### src/rtl/bus_drvr_fifo_port.sv
// bus_drvr_fifo_port: driver-slot endpoint of the bus FIFO interface.
// TX queue is filled by the host and drained by the bus (pndng/pop/D_pop);
// RX queue is filled by the bus (push/D_push) and drained by the host.
// Optional destination-ID filter on RX: define BUS_PORT_ID_FILTER_EN.
module bus_drvr_fifo_port #(
  parameter int unsigned pckg_sz   = 16,
  parameter int unsigned depth     = 8,
  parameter logic [7:0]  id        = 8'd0,
  parameter logic [7:0]  broadcast = {8{1'b1}}
) (
  input  logic                         clk,
  input  logic                         reset,
  input  logic                         tx_push,
  input  logic [pckg_sz-1:0]           tx_data,
  output logic                         tx_full,
  output logic [$clog2(depth+1)-1:0]   tx_count,
  output logic                         pndng,
  input  logic                         pop,
  output logic [pckg_sz-1:0]           D_pop,
  input  logic                         push,
  input  logic [pckg_sz-1:0]           D_push,
  output logic                         rx_pndng,
  input  logic                         rx_pop,
  output logic [pckg_sz-1:0]           rx_data,
  output logic [$clog2(depth+1)-1:0]   rx_count,
  output logic                         tx_overflow,
  output logic                         rx_overflow,
  output logic [7:0]                   misroute_cnt
);

  localparam int unsigned AW = $clog2(depth);
  localparam int unsigned CW = $clog2(depth + 1);

  // ---------------- TX queue ----------------
  logic [pckg_sz-1:0] r_tx_mem [depth];
  logic [AW-1:0]      r_tx_wr_ptr;
  logic [AW-1:0]      r_tx_rd_ptr;
  logic [CW-1:0]      r_tx_count;
  logic               r_tx_overflow;
  logic               w_tx_rd;
  logic               w_tx_wr;

  // A full queue always has a valid head, so a same-cycle pop frees a slot
  assign w_tx_rd = pop && (r_tx_count != '0);
  assign w_tx_wr = tx_push && (!tx_full || w_tx_rd);

  // TX pointers, occupancy and sticky overflow
  always_ff @(posedge clk or negedge reset) begin
    if (!reset) begin
      r_tx_wr_ptr   <= '0;
      r_tx_rd_ptr   <= '0;
      r_tx_count    <= '0;
      r_tx_overflow <= 1'b0;
    end else begin
      if (w_tx_wr) r_tx_wr_ptr <= r_tx_wr_ptr + AW'(1);
      if (w_tx_rd) r_tx_rd_ptr <= r_tx_rd_ptr + AW'(1);
      case ({w_tx_wr, w_tx_rd})
        2'b10:   r_tx_count <= r_tx_count + CW'(1);
        2'b01:   r_tx_count <= r_tx_count - CW'(1);
        default: r_tx_count <= r_tx_count;
      endcase
      if (tx_push && !w_tx_wr) r_tx_overflow <= 1'b1;
    end
  end

  // TX storage; contents are don't-care after reset
  always_ff @(posedge clk) begin
    if (w_tx_wr) r_tx_mem[r_tx_wr_ptr] <= tx_data;
  end

  assign tx_count    = r_tx_count;
  assign tx_full     = (r_tx_count == CW'(depth));
  assign pndng       = (r_tx_count != '0);
  assign D_pop       = pndng ? r_tx_mem[r_tx_rd_ptr] : '0;
  assign tx_overflow = r_tx_overflow;

  // ---------------- RX filter ----------------
  logic [7:0] w_dest;
  logic       w_id_hit;
  logic       w_match;

  assign w_dest   = D_push[pckg_sz-1 -: 8];
  assign w_id_hit = (w_dest == id) || (w_dest == broadcast);

`ifdef BUS_PORT_ID_FILTER_EN
  logic [7:0] r_misroute_cnt;

  assign w_match = w_id_hit;

  // Saturating count of packets rejected by the ID filter
  always_ff @(posedge clk or negedge reset) begin
    if (!reset) begin
      r_misroute_cnt <= 8'd0;
    end else if (push && !w_match && (r_misroute_cnt != 8'hFF)) begin
      r_misroute_cnt <= r_misroute_cnt + 8'd1;
    end
  end

  assign misroute_cnt = r_misroute_cnt;
`else
  // Filter bypassed: every push is addressed to this endpoint
  assign w_match      = w_id_hit | 1'b1;
  assign misroute_cnt = 8'd0;
`endif

  // ---------------- RX queue ----------------
  logic [pckg_sz-1:0] r_rx_mem [depth];
  logic [AW-1:0]      r_rx_wr_ptr;
  logic [AW-1:0]      r_rx_rd_ptr;
  logic [CW-1:0]      r_rx_count;
  logic               r_rx_overflow;
  logic               w_rx_req;
  logic               w_rx_rd;
  logic               w_rx_wr;
  logic               w_rx_full;

  assign w_rx_full = (r_rx_count == CW'(depth));
  assign w_rx_req  = push && w_match;
  assign w_rx_rd   = rx_pop && (r_rx_count != '0);
  assign w_rx_wr   = w_rx_req && (!w_rx_full || w_rx_rd);

  // RX pointers, occupancy and sticky overflow
  always_ff @(posedge clk or negedge reset) begin
    if (!reset) begin
      r_rx_wr_ptr   <= '0;
      r_rx_rd_ptr   <= '0;
      r_rx_count    <= '0;
      r_rx_overflow <= 1'b0;
    end else begin
      if (w_rx_wr) r_rx_wr_ptr <= r_rx_wr_ptr + AW'(1);
      if (w_rx_rd) r_rx_rd_ptr <= r_rx_rd_ptr + AW'(1);
      case ({w_rx_wr, w_rx_rd})
        2'b10:   r_rx_count <= r_rx_count + CW'(1);
        2'b01:   r_rx_count <= r_rx_count - CW'(1);
        default: r_rx_count <= r_rx_count;
      endcase
      if (w_rx_req && !w_rx_wr) r_rx_overflow <= 1'b1;
    end
  end

  // RX storage; contents are don't-care after reset
  always_ff @(posedge clk) begin
    if (w_rx_wr) r_rx_mem[r_rx_wr_ptr] <= D_push;
  end

  assign rx_count    = r_rx_count;
  assign rx_pndng    = (r_rx_count != '0);
  assign rx_data     = rx_pndng ? r_rx_mem[r_rx_rd_ptr] : '0;
  assign rx_overflow = r_rx_overflow;

endmodule

### config.mk
export PLATFORM = sky130hd
export DESIGN_NAME = bus_drvr_fifo_port
export DESIGN_NICKNAME = d
export VERILOG_FILES = /design/src/rtl/bus_drvr_fifo_port.sv
export SDC_FILE = /design/constraint.sdc
export NUM_CORES = 1
export LEC_CHECK = 0
export BUFFER_PORTS_ARGS = -buffer_cell sky130_fd_sc_hd__clkbuf_2
export CAP_MARGIN = 10
export CORE_MARGIN = 2
export CORE_UTILIZATION = 54
export CTS_CLUSTER_SIZE = 30
export DETAILED_ROUTE_END_ITERATION = 16
export GPL_ROUTABILITY_DRIVEN = 1
export GPL_TIMING_DRIVEN = 0
export PLACE_DENSITY_LB_ADDON = 0.12
export SETUP_SLACK_MARGIN = 0.3
export SYNTH_ARGS = -nofsm -noshare
export SYNTH_HDL_FRONTEND = slang
export SYNTH_SLANG_ARGS = --single-unit
### constraint.sdc
create_clock -name clk -period 2.75 [get_ports clk]
set_input_delay 0.55 -clock clk [delete_from_list [all_inputs] [get_ports clk]]
set_output_delay 0.55 -clock clk [all_outputs]
set_load 0.05 [all_outputs]
-- Word-level counts from Yosys, hierarchy flattened
Memories as Yosys holds them, arrays and structs flattened.
Index checks and enable logic that the tools add are counted.
- register bits after elaboration: 22
- bits in latches: 0
- memory bits (writable): 256
- bits in read-only memories: 0
- output and inout bits: 53
- logic and storage cells: 48
- memories: 2
- add/subtract/negate cells: 8
- $mul: 0
- div/mod/pow operators: 0
- magnitude comparators: 0
- equal/unequal tests: 6
- shift operators: 0
- muxes and demuxes: 8
- bitwise gates (word level): 0
- reductions and logical operators: 16
- memory list (name ; depth ; bits a word ; rd ports ; clocked after memory_dff ; write ports ; line ; source):
    r_rx_mem ; 8 ; 16 ; 1 ; 0 ; 1 ; 107 ; logic [pckg_sz-1:0] r_rx_mem [depth];
    r_tx_mem ; 8 ; 16 ; 1 ; 0 ; 1 ; 35 ; logic [pckg_sz-1:0] r_tx_mem [depth];
- operators by type and width (kind ; number):
    2-to-1 mux 16 bit ; 2
    one-hot mux 4 bit (2 select lines) ; 2
    adder 3 x 1 -> 3 bit, second input constant ; 4
    adder 4 x 1 -> 4 bit, second input constant ; 2
    equality test 4 bit, second input constant ; 2
    nonzero test 4 bit ; 2
    subtractor 4 x 1 -> 4 bit, second input constant ; 2
    logical AND 1 bit ; 6
    equality test 2 x 1 -> 1 bit, second input constant ; 2
    equality test 2 bit, second input constant ; 2
    zero test 1 bit ; 4
    2-to-1 mux 1 bit ; 4
    nonzero test 2 bit ; 2
    logical OR 1 bit ; 2

-- Logic depth before layout (Yosys ltp)
- depth after elaboration: 6
- mapped depth: 11
- gate-level depth less buffers: 10

-- Worst setup path after synthesis
Ideal clock, no wire load.
- path kind: flip-flop to flip-flop
- start point: reg r_tx_count[0] (netlist: tx_count[0])
- end point: mem r_tx_mem[0][0], enable pin
- setup time: 0.430 ns
- data arrival time: 2.647 ns
- required time: 2.320 ns
- slack: -0.327 ns
- cell stages (with the launch flop): 5
- cells stage by stage: dfrtp_1 > or3_1 > buf_6 > o21ai_4 > nor4_1
- cells in the longest elaborated chain, start to end: 6
- elaborated cells on any way between the ends: 8
- classes of those cells: eq/ne: 1; mux: 2; reduce/logical: 5
- RTL lines (what ; line ; source):
    start, declared ; 38 ; logic [CW-1:0] r_tx_count;
    start signal, assigned ; 58 ; 2'b10: r_tx_count <= r_tx_count + CW'(1);
    start signal, assigned ; 59 ; 2'b01: r_tx_count <= r_tx_count - CW'(1);
    start signal, assigned ; 60 ; default: r_tx_count <= r_tx_count;
    equality test 4 bit / nonzero test 4 bit (equally long branches) ; 72, 44 ;
    zero test 1 bit / logical AND 1 bit (equally long branches) ; 45, 44 ;
    logical OR 1 bit * ; 45 ; assign w_tx_wr = tx_push && (!tx_full || w_tx_rd);
    logical AND 1 bit * ; 45 ;
    2-to-1 mux 1 bit * ; 68 ; if (w_tx_wr) r_tx_mem[r_tx_wr_ptr] <= tx_data;
    2-to-1 mux 1 bit (not written as such) * ; 68 ;
    end, declared ; 35 ;
Every way passes the cells marked *; elsewhere a longest branch is shown, timed or not.

-- Final worst setup path
- start point: reg r_rx_rd_ptr[0]
- end point: out rx_data[13]
- cells in the longest elaborated chain, start to end: 2
- RTL lines (what ; line ; source):
    start, declared ; 109 ; logic [AW-1:0] r_rx_rd_ptr;
    start signal, assigned ; 131 ; if (w_rx_rd) r_rx_rd_ptr <= r_rx_rd_ptr + AW'(1);
    memory (8 x 16 bit) ; n/a ;
    2-to-1 mux 16 bit ; 148 ; assign rx_data = rx_pndng ? r_rx_mem[r_rx_rd_ptr] : '0;
    end, declared ; 24 ; output logic [pckg_sz-1:0] rx_data,
Every way passes these cells.

==> results.md <==
- Total core area: 20400 um2
- Worst EP arrival: 2.26 ns
- # DRC: 0
- Critical Path Start Type: flop
- Avg Cell Area, Syn: 20.0 um2
- Design area: 14400 um2
- Leakage power: 5.17 nW
- Hold buffers post-CTS: 0
- CTS Buf Count: 28
- DRT Pass-1 Iters: 5
- Dpl cells: 938
- Final WS setup: -0.0625 ns
- Wire per inst: 22.3 um
- P per Cell Area: 1260 nW/um2
- Initial core utilization: 55.3%
- CTS Sinks: 278
- Layout Nets: 779
- Yosys warns: 0
- Post-DP Area: 12500 um2
- Count of pins over their slew limit: 0
- Final GP Congestion: 0.738
- Die width: 148 um
- Die area: 22000 um2
- Ys async rst share: 7.91%
- Yosys reg bits: 278
- H-tree Lvls: 1
- Die H: 148 um
- Total Routing Usage GR: 21.1%
- Netlist Area Pre-Place: 11300 um2
- Synth unique cells: 46
- Largest area contributor in the netlist: edfxtp_1
- Synth area leaders: edfxtp_1 68%, mux4_2 13%, dfrtp_1 4.9%, mux2i_1 3.1%, nor2_1 1.5%
- Largest net degree at the start of global routing: 23
- CTS tree: yes
- WL final: 22700 um
- Failing checks: negative setup slack
- Total global routing overflow: 0
- Fmax: 0.356 GHz
- Vias per inst: 5.58
- Clk root buf: clkbuf_16
- Max Clock Skew: 0.0176 ns
- Sequential share of the synthesized area: 73.2%
- Via count: 5700
- Global-route wire length before repair: 34700 um
- Worst R2R Start: tx_count[2]
- Worst Path Max Fanout: 8
- Status: finished with violations
- Reg2reg setup slack: 0.14 ns
- Area delta synth->final: 27.6%
- Worst rel slew slack: 34.1%
- CTS clock-pin slew for the worst setup and hold paths: 0.06 ns
- Worst Setup EP: rx_data[13]
- Post-synth top area share: 68.3%
- CP startpoint: r_rx_rd_ptr[0]
- PortBufs: 80
- Share of cells above drive strength 1: 44.3%
- Most common cell after layout, fill and taps aside: edfxtp_1
- R2R depth: 11
- Critical Path RT: 2.20 ns
- Tcrit/Tclk final: 102%
- RSZ-0062 raised after global routing: yes
- Detailed placement HPWL: 14500 um
- RR Endpoint: tx_count[3]
- Period minus WS final: 2.81 ns
- Non-filler cells, final: 1021
- Leading cell types in the layout, fill and taps excluded: 256 x edfxtp_1, 64 x mux4_2, 46 x clkbuf_2
- Peak VDD IR: 1.09 mV
- Max_cap viols: 0
- ANT cells: 0
- # setup viols final: 5
- Clock tree buffer depth: 3
- Critical Path End Type: primary output
- Antenna-violating nets left: 0
- Tightest Pin Transition: 0.981 ns
- Top FF cell, synth: edfxtp_1
- I/O pin count: 91
- Post-Syn Instances: 562
- Hold Crit Class: input pin to async pin
- Number of antenna violations at the first check in global routing: 0
- Later-pin clock latency in the skew report: 0.53 ns
- Post-synth EDFFs: 256
- Fin. Hold Viols: 0
- Critical path class: flop to primary output
- Vias in the first global route: 6060
- Site Rows: 52
- First DRT Iteration DRCs: 270
[layer usage]
layer | share of wire, % | wire length (um) | vias to the layer above | GRT usage (%)
li1 | - | - | 2567 | -
met1 | 38 | 8750 | 2922 | 26.6
met2 | 55 | 12500 | 180 | 38.9
met3 | 5.0 | 1150 | 31 | 3.01
met4 | 1.6 | 354 | 0 | 4.71
met5 | 0 | 0 | - | 0
[flip-flops by register name, indices dropped and copies added (netlist names)]
signal       cells
tx_count         4
tx_overflow      1
r_rx_mem       128
r_rx_rd_ptr      3
rx_count         4
rx_overflow      1
r_tx_mem       128
r_rx_wr_ptr      3
r_tx_rd_ptr      3
r_tx_wr_ptr      3
[through the flow]
| step | worst slack [ns] | hold WS, ns | TNS (ns) | utilization (%) | total power [mW] |
|---|---|---|---|---|---|
| after floorplan | 0.193 | 0.254 | 0 | - | 10.8 |
| after CTS | -0.0630 | 0.0246 | -0.461 | 69.2 | 17.8 |
| final | -0.0625 | 0.0136 | -0.121 | 70.5 | 18.1 |
| after global placement | -1.01 | 0.449 | -104.32 | 59.5 | 12.2 |
| after global routing | -0.138 | 0.0491 | -1.95 | 70.5 | 18.9 |
| after detailed placement | 0.108 | 0.461 | 0 | 61.2 | 12.6 |
[power by group]
part	total [mW]	internal, mW	switching [mW]
Clock	3.77	2.29	1.48
Combinational	8.60	3.85	4.74
Sequential	5.71	5.39	0.318
Total	18.1	11.5	6.54
[worst min path at each step]
stage / start / endpoint / slack [ns] / depth (start not counted)
2_1_floorplan: reset / r_rx_rd_ptr[0] / 0.25 / 0
3_3_place_gp: tx_overflow / tx_overflow / 0.45 / 1
3_5_place_dp: rx_overflow / rx_overflow / 0.46 / 1
4_1_cts: reset / r_rx_rd_ptr[1] / 0.02 / 1
5_1_grt: reset / rx_count[2] / 0.05 / 1
6_report: reset / rx_count[2] / 0.01 / 1
[Yosys cell counts, drive strengths merged, types with 4 or more instances]
cell type  instances
buf               32
clkbuf             4
dfrtp             22
edfxtp           256
ha                 8
inv               12
mux2               7
mux2i             35
mux4              64
nand2             14
nand2b             7
nand3              4
nor2              46
nor3               7
xnor2             12
[area by class of cell]
class                      instances  area [um2]
clock inverter                    16         183
clock buffer                      34         744
tap                              270         338
fill                            1244        6010
inverter                          12        62.6
multi-input combinational        243        2990
buffer                            36         375
timing repair buffer             132        1420
sequential                       278        8250
[worst max-delay path, cell delays in order (launching register included)]
cell     delay [ns]
dfrtp_1        0.40
buf_12         0.17
buf_12         0.12
buf_16         0.12
mux4_2         0.50
mux2i_2        0.18
nor2_2         0.08
buf_8          0.15
[kinds of logic after synthesis]
group,synth area share (%)
AOI/OAI and AO/OA,1.50
xor gates and xnor gates,1.09
adders and majority gates,1.25
buffers and inverters,2.42
DFF,73.2
muxes,16.7
other,0.0333
and+or+nand+nor,3.81
[timing repair]
item,4_1_cts,5_1_grt
gates resized for setup,122,26
gates cloned,3,4
setup buffers,15,11
pin swaps,8,16
endpoints found under the setup margin,37,37
Note: power is estimated with default switching activity, not from simulation.
